### config.mk
export PLATFORM = sky130hd
export DESIGN_NAME = div_sched
export DESIGN_NICKNAME = d
export VERILOG_FILES = /design/src/rtl/div_pkg.sv /design/src/rtl/div_core.sv /design/src/rtl/div_sched.sv
export SDC_FILE = /design/constraint.sdc
export NUM_CORES = 1
export LEC_CHECK = 0
export CAP_MARGIN = 25
export CORE_ASPECT_RATIO = 1.1
export CORE_UTILIZATION = 30
export CTS_CLUSTER_DIAMETER = 150
export CTS_CLUSTER_SIZE = 24
export DETAILED_ROUTE_END_ITERATION = 10
export DONT_BUFFER_PORTS = 1
export GPL_ROUTABILITY_DRIVEN = 0
export GPL_TIMING_DRIVEN = 1
export PLACE_DENSITY = 0.56
export SETUP_SLACK_MARGIN = 0.15
export SYNTH_ARGS = -nofsm -noshare
export SYNTH_HDL_FRONTEND = slang
export SYNTH_SLANG_ARGS = --single-unit
### constraint.sdc
create_clock -name clk -period 1.48 [get_ports clk]
set_input_delay 0.148 -clock clk [delete_from_list [all_inputs] [get_ports clk]]
set_output_delay 0.148 -clock clk [all_outputs]
set_load 0.03 [all_outputs]
### src/rtl/div_pkg.sv
// div_pkg: shared states and sizing for the div_sched block
package div_pkg;
  localparam int NREQ = 2;
  localparam int DEF_WIDTH = 4;
  typedef enum logic [1:0] {IDLE, BUSY, DONE} state_t;
endpackage

### src/rtl/div_core.sv
// div_core: iterative restoring divider, one quotient bit per cycle MSB first
module div_core #(
  parameter int WIDTH = 4
) (
  input  logic             clk,
  input  logic             rst,
  input  logic             start,
  input  logic [WIDTH-1:0] a,
  input  logic [WIDTH-1:0] b,
  output logic             done,
  output logic [WIDTH-1:0] q,
  output logic [WIDTH-1:0] r
);
  localparam int CW = WIDTH > 1 ? $clog2(WIDTH) : 1;
  localparam logic [CW-1:0] LAST = CW'(WIDTH - 1);
  logic [WIDTH-1:0] rem, d;
  logic [WIDTH:0] sh;
  logic [CW-1:0] cnt;
  logic busy, ge;
  // sh is the WIDTH+1 bit partial remainder; the stored remainder stays below d
  assign sh = {rem, q[WIDTH-1]};
  assign ge = sh >= {1'b0, d};
  assign r = rem;
  always_ff @(posedge clk) begin
    if (rst) begin
      busy <= 1'b0;
      done <= 1'b0;
      cnt  <= '0;
      rem  <= '0;
      q    <= '0;
      d    <= '0;
    end else begin
      done <= 1'b0;
      if (start) begin
        q    <= a;
        d    <= b;
        rem  <= '0;
        cnt  <= '0;
        busy <= 1'b1;
      end else if (busy) begin
        rem <= ge ? WIDTH'(sh - {1'b0, d}) : sh[WIDTH-1:0];
        q   <= {q[WIDTH-2:0], ge};
        cnt <= cnt + 1'b1;
        if (cnt == LAST) begin
          busy <= 1'b0;
          done <= 1'b1;
        end
      end
    end
  end
endmodule

### src/rtl/div_sched.sv
// div_sched: round-robin arbiter for two requesters sharing one divider
module div_sched import div_pkg::*; #(
  parameter int WIDTH = DEF_WIDTH
) (
  input  logic                  clk,
  input  logic                  rst,
  input  logic [NREQ-1:0]       req_valid,
  output logic [NREQ-1:0]       req_ready,
  input  logic [NREQ*WIDTH-1:0] req_a,
  input  logic [NREQ*WIDTH-1:0] req_b,
  output logic                  rsp_valid,
  input  logic                  rsp_ready,
  output logic                  rsp_id,
  output logic [WIDTH-1:0]      rsp_q,
  output logic [WIDTH-1:0]      rsp_r,
  output logic                  rsp_dz
);
  state_t state, state_n;
  logic last, id, gid, xfer, bz, core_done;
  logic [WIDTH-1:0] a_sel, b_sel, core_q, core_r;
  assign gid = &req_valid ? ~last : req_valid[1];
  assign req_ready = (state == IDLE && !rst && |req_valid) ? {gid, ~gid} : '0;
  assign xfer = |(req_valid & req_ready);
  assign a_sel = gid ? req_a[2*WIDTH-1:WIDTH] : req_a[WIDTH-1:0];
  assign b_sel = gid ? req_b[2*WIDTH-1:WIDTH] : req_b[WIDTH-1:0];
  assign bz = b_sel == '0;
  assign rsp_valid = state == DONE;
  div_core #(.WIDTH(WIDTH)) u_core (
    .clk  (clk),
    .rst  (rst),
    .start(xfer && !bz),
    .a    (a_sel),
    .b    (b_sel),
    .done (core_done),
    .q    (core_q),
    .r    (core_r)
  );
  always_comb begin
    state_n = state;
    case (state)
      IDLE:    state_n = xfer ? (bz ? DONE : BUSY) : IDLE;
      BUSY:    state_n = core_done ? DONE : BUSY;
      DONE:    state_n = rsp_ready ? IDLE : DONE;
      default: state_n = IDLE;
    endcase
  end
  always_ff @(posedge clk) begin
    if (rst) begin
      state  <= IDLE;
      last   <= 1'b1;
      id     <= 1'b0;
      rsp_id <= 1'b0;
      rsp_q  <= '0;
      rsp_r  <= '0;
      rsp_dz <= 1'b0;
    end else begin
      state <= state_n;
      if (xfer) begin
        last <= gid;
        id   <= gid;
      end
      // divide by zero skips the core and answers on the accepting edge
      if (xfer && bz) begin
        rsp_id <= gid;
        rsp_q  <= '1;
        rsp_r  <= a_sel;
        rsp_dz <= 1'b1;
      end else if (state == BUSY && core_done) begin
        rsp_id <= id;
        rsp_q  <= core_q;
        rsp_r  <= core_r;
        rsp_dz <= 1'b0;
      end
    end
  end
endmodule
Yosys cells after proc, flatten, opt, wreduce, memory -nomap -nowiden. Cells that the tools add are included.

Input port bits: 21. Register bits: 30. Output and inout bits: 13. Logic and storage cells: 63.

Magnitude comparators: 1. Reductions and logical operators: 16. Equality and inequality tests: 3. Muxes and demuxes: 24. Bitwise logic cells: 4. Add/sub/neg operators: 2.

Operators by type and width (count): two-way mux 4 bit (9); two-way mux 2 bit (5); two-way mux 1 bit (9); one-hot mux 2 bit (3 select lines) (1); OR reduction 2 bit (3); greater-or-equal comparator 5 x 4 -> 1 bit (1); logical AND 1 bit (5); equality test 2 bit (second input constant) (2); zero test 4 bit (1); nonzero test 2 bit (2); subtractor 4 bit (1); NOT 1 bit (3); OR reduction 3 bit (1); adder 2 x 1 -> 2 bit (second input constant) (1); bitwise AND 2 bit (1); equality test 2 x 1 -> 1 bit (second input constant) (1); zero test 1 bit (2); zero test 2 bit (1); AND reduction 2 bit (1).

Logic depth before layout (Yosys ltp). Gate-level depths: netlist of run 1.

Depth after elaboration: 8. Gate-level depth with buffers: 7. Gate-level depth less buffers: 7.

Modules after synthesis. From an unflattened synthesis of run 1, not the netlist that was laid out.

Cell total of the unflattened synthesis: 186. Area, all modules: 1625.3 um2.

Modules (own cells, without submodules): div_core (area each 862.1 um2, times used 1, seq. area each 320.3 um2, cells an instance 96); div_sched (area each 763.2 um2, times used 1, seq. area each 280.3 um2, cells an instance 90).

Worst setup path after synthesis of run 1. No wires, ideal clock.

Kind: register to register. Start point: register u_core.rem[1], in the netlist u_core.r[1]. End point: register u_core.rem[2], in the netlist u_core.r[2]. Cell stages (with the launch flop): 7. Data required time: 1.341 ns. Setup time: 0.139 ns. Arrival: 1.477 ns. Slack: -0.136 ns. Cell sequence: dfxtp_1 > ha_1 > a21oi_1 > o21ai_0 > nor2_1 > mux2i_1 > a211oi_2.

Longest elaborated chain between the ends: 2.

Ends and longest elaborated chain: from (decl) (RTL line div_core.sv:16) `logic [WIDTH-1:0] rem, d;`; from (signal assigned) (RTL line div_core.sv:41) `rem <= ge ? WIDTH'(sh - {1'b0, d}) : sh[WIDTH-1:0];`; subtractor 4 bit or greater-or-equal comparator 5 x 4 -> 1 bit (tied branches) (RTL line div_core.sv:41, div_core.sv:22); two-way mux 4 bit * (RTL line div_core.sv:41).

Mark *: on every way between the ends. The rest lies on a longest branch, timed or not. A chain may end at the register's enable or synchronous reset.

Worst setup path after layout of run 1.
Start point: register u_core.d[1]. End point: register u_core.rem[3], in the netlist u_core.r[3].

Longest elaborated chain between the ends: 2.

Ends and longest elaborated chain: from (decl) (RTL line div_core.sv:16); from (signal assigned) (RTL line div_core.sv:31) `d <= '0;`; from (signal assigned) (RTL line div_core.sv:36) `d <= b;`; subtractor 4 bit or greater-or-equal comparator 5 x 4 -> 1 bit (tied branches) (RTL line div_core.sv:41, div_core.sv:22); two-way mux 4 bit * (RTL line div_core.sv:41).

Marked as above.

==> impl_metrics.json, run 1 <==
{
  "result_of_the_run": "finished, violations left",
  "failed_checks": "negative hold slack, negative setup slack",
  "gr-total-overflow": 0,
  "post-synth-top-area-cell": "sky130_fd_sc_hd__dfxtp_1",
  "yosys.cell_types.count": 44,
  "die_x_um": 70.8,
  "cellLeakagePower_uw": 0.000946,
  "num_io_pins": 34,
  "first_global_vias": 1396,
  "num_rows": 27,
  "die_height_um": 77.7,
  "worstReg2RegEnd": "u_core.r[3]",
  "initial_antenna_violation_count": 0,
  "min_from": "rst",
  "grtUsageTotal_pct": 15.3,
  "clk_pin_slew_ps": 60,
  "vias": 1360,
  "final_setup_slack_of_the_worst_path_ps": -37.9,
  "clock-root-buffer": "sky130_fd_sc_hd__clkbuf_8",
  "rsz_0062_raised_after_global_routing": "true",
  "post-synth-top-area-fraction_pct": 38.5,
  "synth.top_cells.by_area": "sky130_fd_sc_hd__dfxtp_1 38%, sky130_fd_sc_hd__mux2i_1 9.6%, sky130_fd_sc_hd__a211oi_2 6.4%, sky130_fd_sc_hd__nor2_1 5.5%, sky130_fd_sc_hd__a21oi_1 4.5%",
  "routed_length_per_instance_um": 14.8,
  "post_synth_edffs": 0,
  "route.final.wire_length_um": 3890,
  "grt_first_pass_wirelength_um": 6410,
  "tritoncts": "built",
  "period_needed_ps": 1520,
  "post_synth_most_frequent_cells": "30 x sky130_fd_sc_hd__dfxtp_1, 23 x sky130_fd_sc_hd__nor2_1, 15 x sky130_fd_sc_hd__mux2i_1",
  "timing.hold.ws_ps": -82.0,
  "maxSlewViolCount": 0,
  "worst_setup_path_end_kind": "flop",
  "cp_data_required_time_ps": 1700,
  "vdd_drop_max_v": 0.000382,
  "initial_utilization_pct": 31.2,
  "switching_share_pct": 28.5,
  "criticalPathCategory": "reg2reg",
  "critPathCapture": "u_core.r[3]",
  "synth_async_sr_flop_share_pct": 0,
  "dp_worst_setup_slack_ps": -110,
  "syn-instance-count": 167,
  "drv_cap": 0,
  "detail_route.vias_per_cell": 5.19,
  "worst_r2r_startpoint": "u_core.d[1]",
  "worst-r2r-cell-count": 7,
  "drt_first_iter_violations": 61,
  "clk-insertion-delay-late_ps": 280,
  "timing.slew.headroom_pct": 76.6,
  "clock.fmax_mhz": 659,
  "cp_data_arrival_time_ps": 1740,
  "drc": 0,
  "p_switching_uw": 714,
  "power_frac_seq_pct": 36.7,
  "cellInternalPower_uw": 1790,
  "synth_warnings": 0,
  "die_area_mm2": 0.00550,
  "path_max_fanout": 2,
  "timing.final.setup_violations": 4,
  "cts_htree_levels": 2,
  "syn2layout_area_growth_pct": 55.4,
  "layout-drive-gt1-share_pct": 60.3,
  "finalHoldViolations": 17,
  "transition_time_at_the_pin_with_the_least_slew_margin_ps": 350,
  "portBuffers": 0,
  "power_per_cell_area_mw_per_mm2": 1030,
  "synth.ff_latch_count": 30,
  "cts_made_buffers": 5,
  "dp_hpwl_um": 2660,
  "synthesis.area_mm2": 0.00156,
  "cts_num_sinks": 30,
  "seq_area_frac_synth_pct": 38.5,
  "ys_dominant_reg_cell": "sky130_fd_sc_hd__dfxtp_1",
  "maximum_number_of_pins_on_one_net_before_global_route_repair": 21,
  "fin_util_pct": 48.5,
  "ant_nets": 0,
  "worst_setup_path_start_kind": "flop",
  "min-delay-path-class": "in2reg",
  "clock_power_share_pct": 34.1,
  "clock_skew_ps": 2.52,
  "mappedNetlistNets": 194,
  "ctsLongestPathBuffers": 2,
  "core_area_mm2": 0.00500,
  "fin_nets": 231,
  "worst_setup_path_startpoint": "u_core.d[1]",
  "drt_pass1_iterations": 8,
  "layout_worst_path_cycle_share_pct": 103,
  "syn_avg_cell_area_um2": 9.35,
  "synthMostInstantiatedCell": "sky130_fd_sc_hd__dfxtp_1",
  "r2r_setup_slack_ps": -40,
  "combPwrFrac_pct": 29.2,
  "n_antenna_cell": 0
}
## per-layer routing
metal	wire length, um	share of wire (%)	up-vias	global-route usage, %
li1	-	-	670	-
met1	1840	47	636	18.4
met2	1740	45	45	25.1
met3	222	5.7	9	3.77
met4	93	2.4	0	7.80
met5	0	0	-	0
## area by class of cell
type                       count  area, um^2
sequential                    30         612
timing repair buffer          40         395
clock inverter                 1        30.0
clock buffer                   6        82.6
multi-input combinational    117        1200
fill                         457        2570
inverter                      10        37.5
tap                           58        72.6
## flip-flops by register name, indices dropped and copies added, names as in the netlist, 2 cells and up
name	cells
rsp_r	4
u_core.q	4
state	2
u_core.r	4
u_core.d	4
u_core.cnt	2
rsp_q	4
## kinds of logic after synthesis
| group | after synthesis | synth area share (%) |
|---|---|---|
| AOI/OAI and AO/OA | 41 | 20.4 |
| xor gates and xnor gates | 2 | 1.12 |
| adders and majority gates | 6 | 5.29 |
| buffers and inverters | 20 | 6.09 |
| DFF | 30 | 38.5 |
| muxes | 20 | 13.4 |
| and+or+nand+nor | 48 | 15.3 |
## cell usage in the layout, fill, tap and decap left out, types with 7 or more instances in the layout
master                     instances
sky130_fd_sc_hd__dfxtp_1          23
sky130_fd_sc_hd__mux2i_1          14
sky130_fd_sc_hd__a211oi_2          8
sky130_fd_sc_hd__nor2_1            8
sky130_fd_sc_hd__a21oi_1           7
sky130_fd_sc_hd__nand2_1           7
sky130_fd_sc_hd__buf_6             8
sky130_fd_sc_hd__nor2_4           13
sky130_fd_sc_hd__buf_4            27
## per-stage QoR
stage          setup TNS, ps  total power [uW]  area (um^2)  std cells
3_5_place_dp            -732              1490         1920        248
2_1_floorplan              0              1300         1650        167
5_1_grt                 -668              2630         2430        262
4_1_cts                 -101              2480         2330        261
6_report               -76.4              2510         2430        262
3_3_place_gp            -445              1490         1920        248
## worst max-delay path, stage by stage, from the launching register on
cell and delay, ps:
sky130_fd_sc_hd__dfxtp_2 330, sky130_fd_sc_hd__inv_2 50, sky130_fd_sc_hd__ha_4 260, sky130_fd_sc_hd__nor2b_1 120
sky130_fd_sc_hd__o21ai_1 70, sky130_fd_sc_hd__nor4b_2 160, sky130_fd_sc_hd__o32a_1 360, sky130_fd_sc_hd__nor2_2 110
## how the worst min path moves through the flow
stage,end,depth (start not counted)
finish,state[0],1
detailed placement,rsp_dz,1
floorplan,u_core.d[1],2
global placement,rsp_dz,1
CTS,rsp_q[2],1
global route,rsp_q[1],1
## power groups by stage
| stage | logic (uW) | clock network [uW] | registers [uW] |
|---|---|---|---|
| floorplan | 382 | 0 | 918 |
| global placement | 561 | 0 | 925 |
| detailed placement | 562 | 0 | 927 |
| CTS | 688 | 871 | 920 |
| global route | 795 | 910 | 927 |
| finish | 732 | 853 | 921 |
## what timing repair did
item	4_1_cts	5_1_grt
endpoints found under the setup margin	30	30
gates resized for setup	61	19
setup buffers	5	1
cloned	1	0
hold endpoints to repair	17	17
pin swaps	20	7
Note: power is estimated with default switching activity, not from simulation.
==> run 2: changes to the inputs <==
- CTS_CLUSTER_DIAMETER: 150 -> not set
==> results of run 2 <==
Final layout, timing and power as in run 1 (identical DEF).
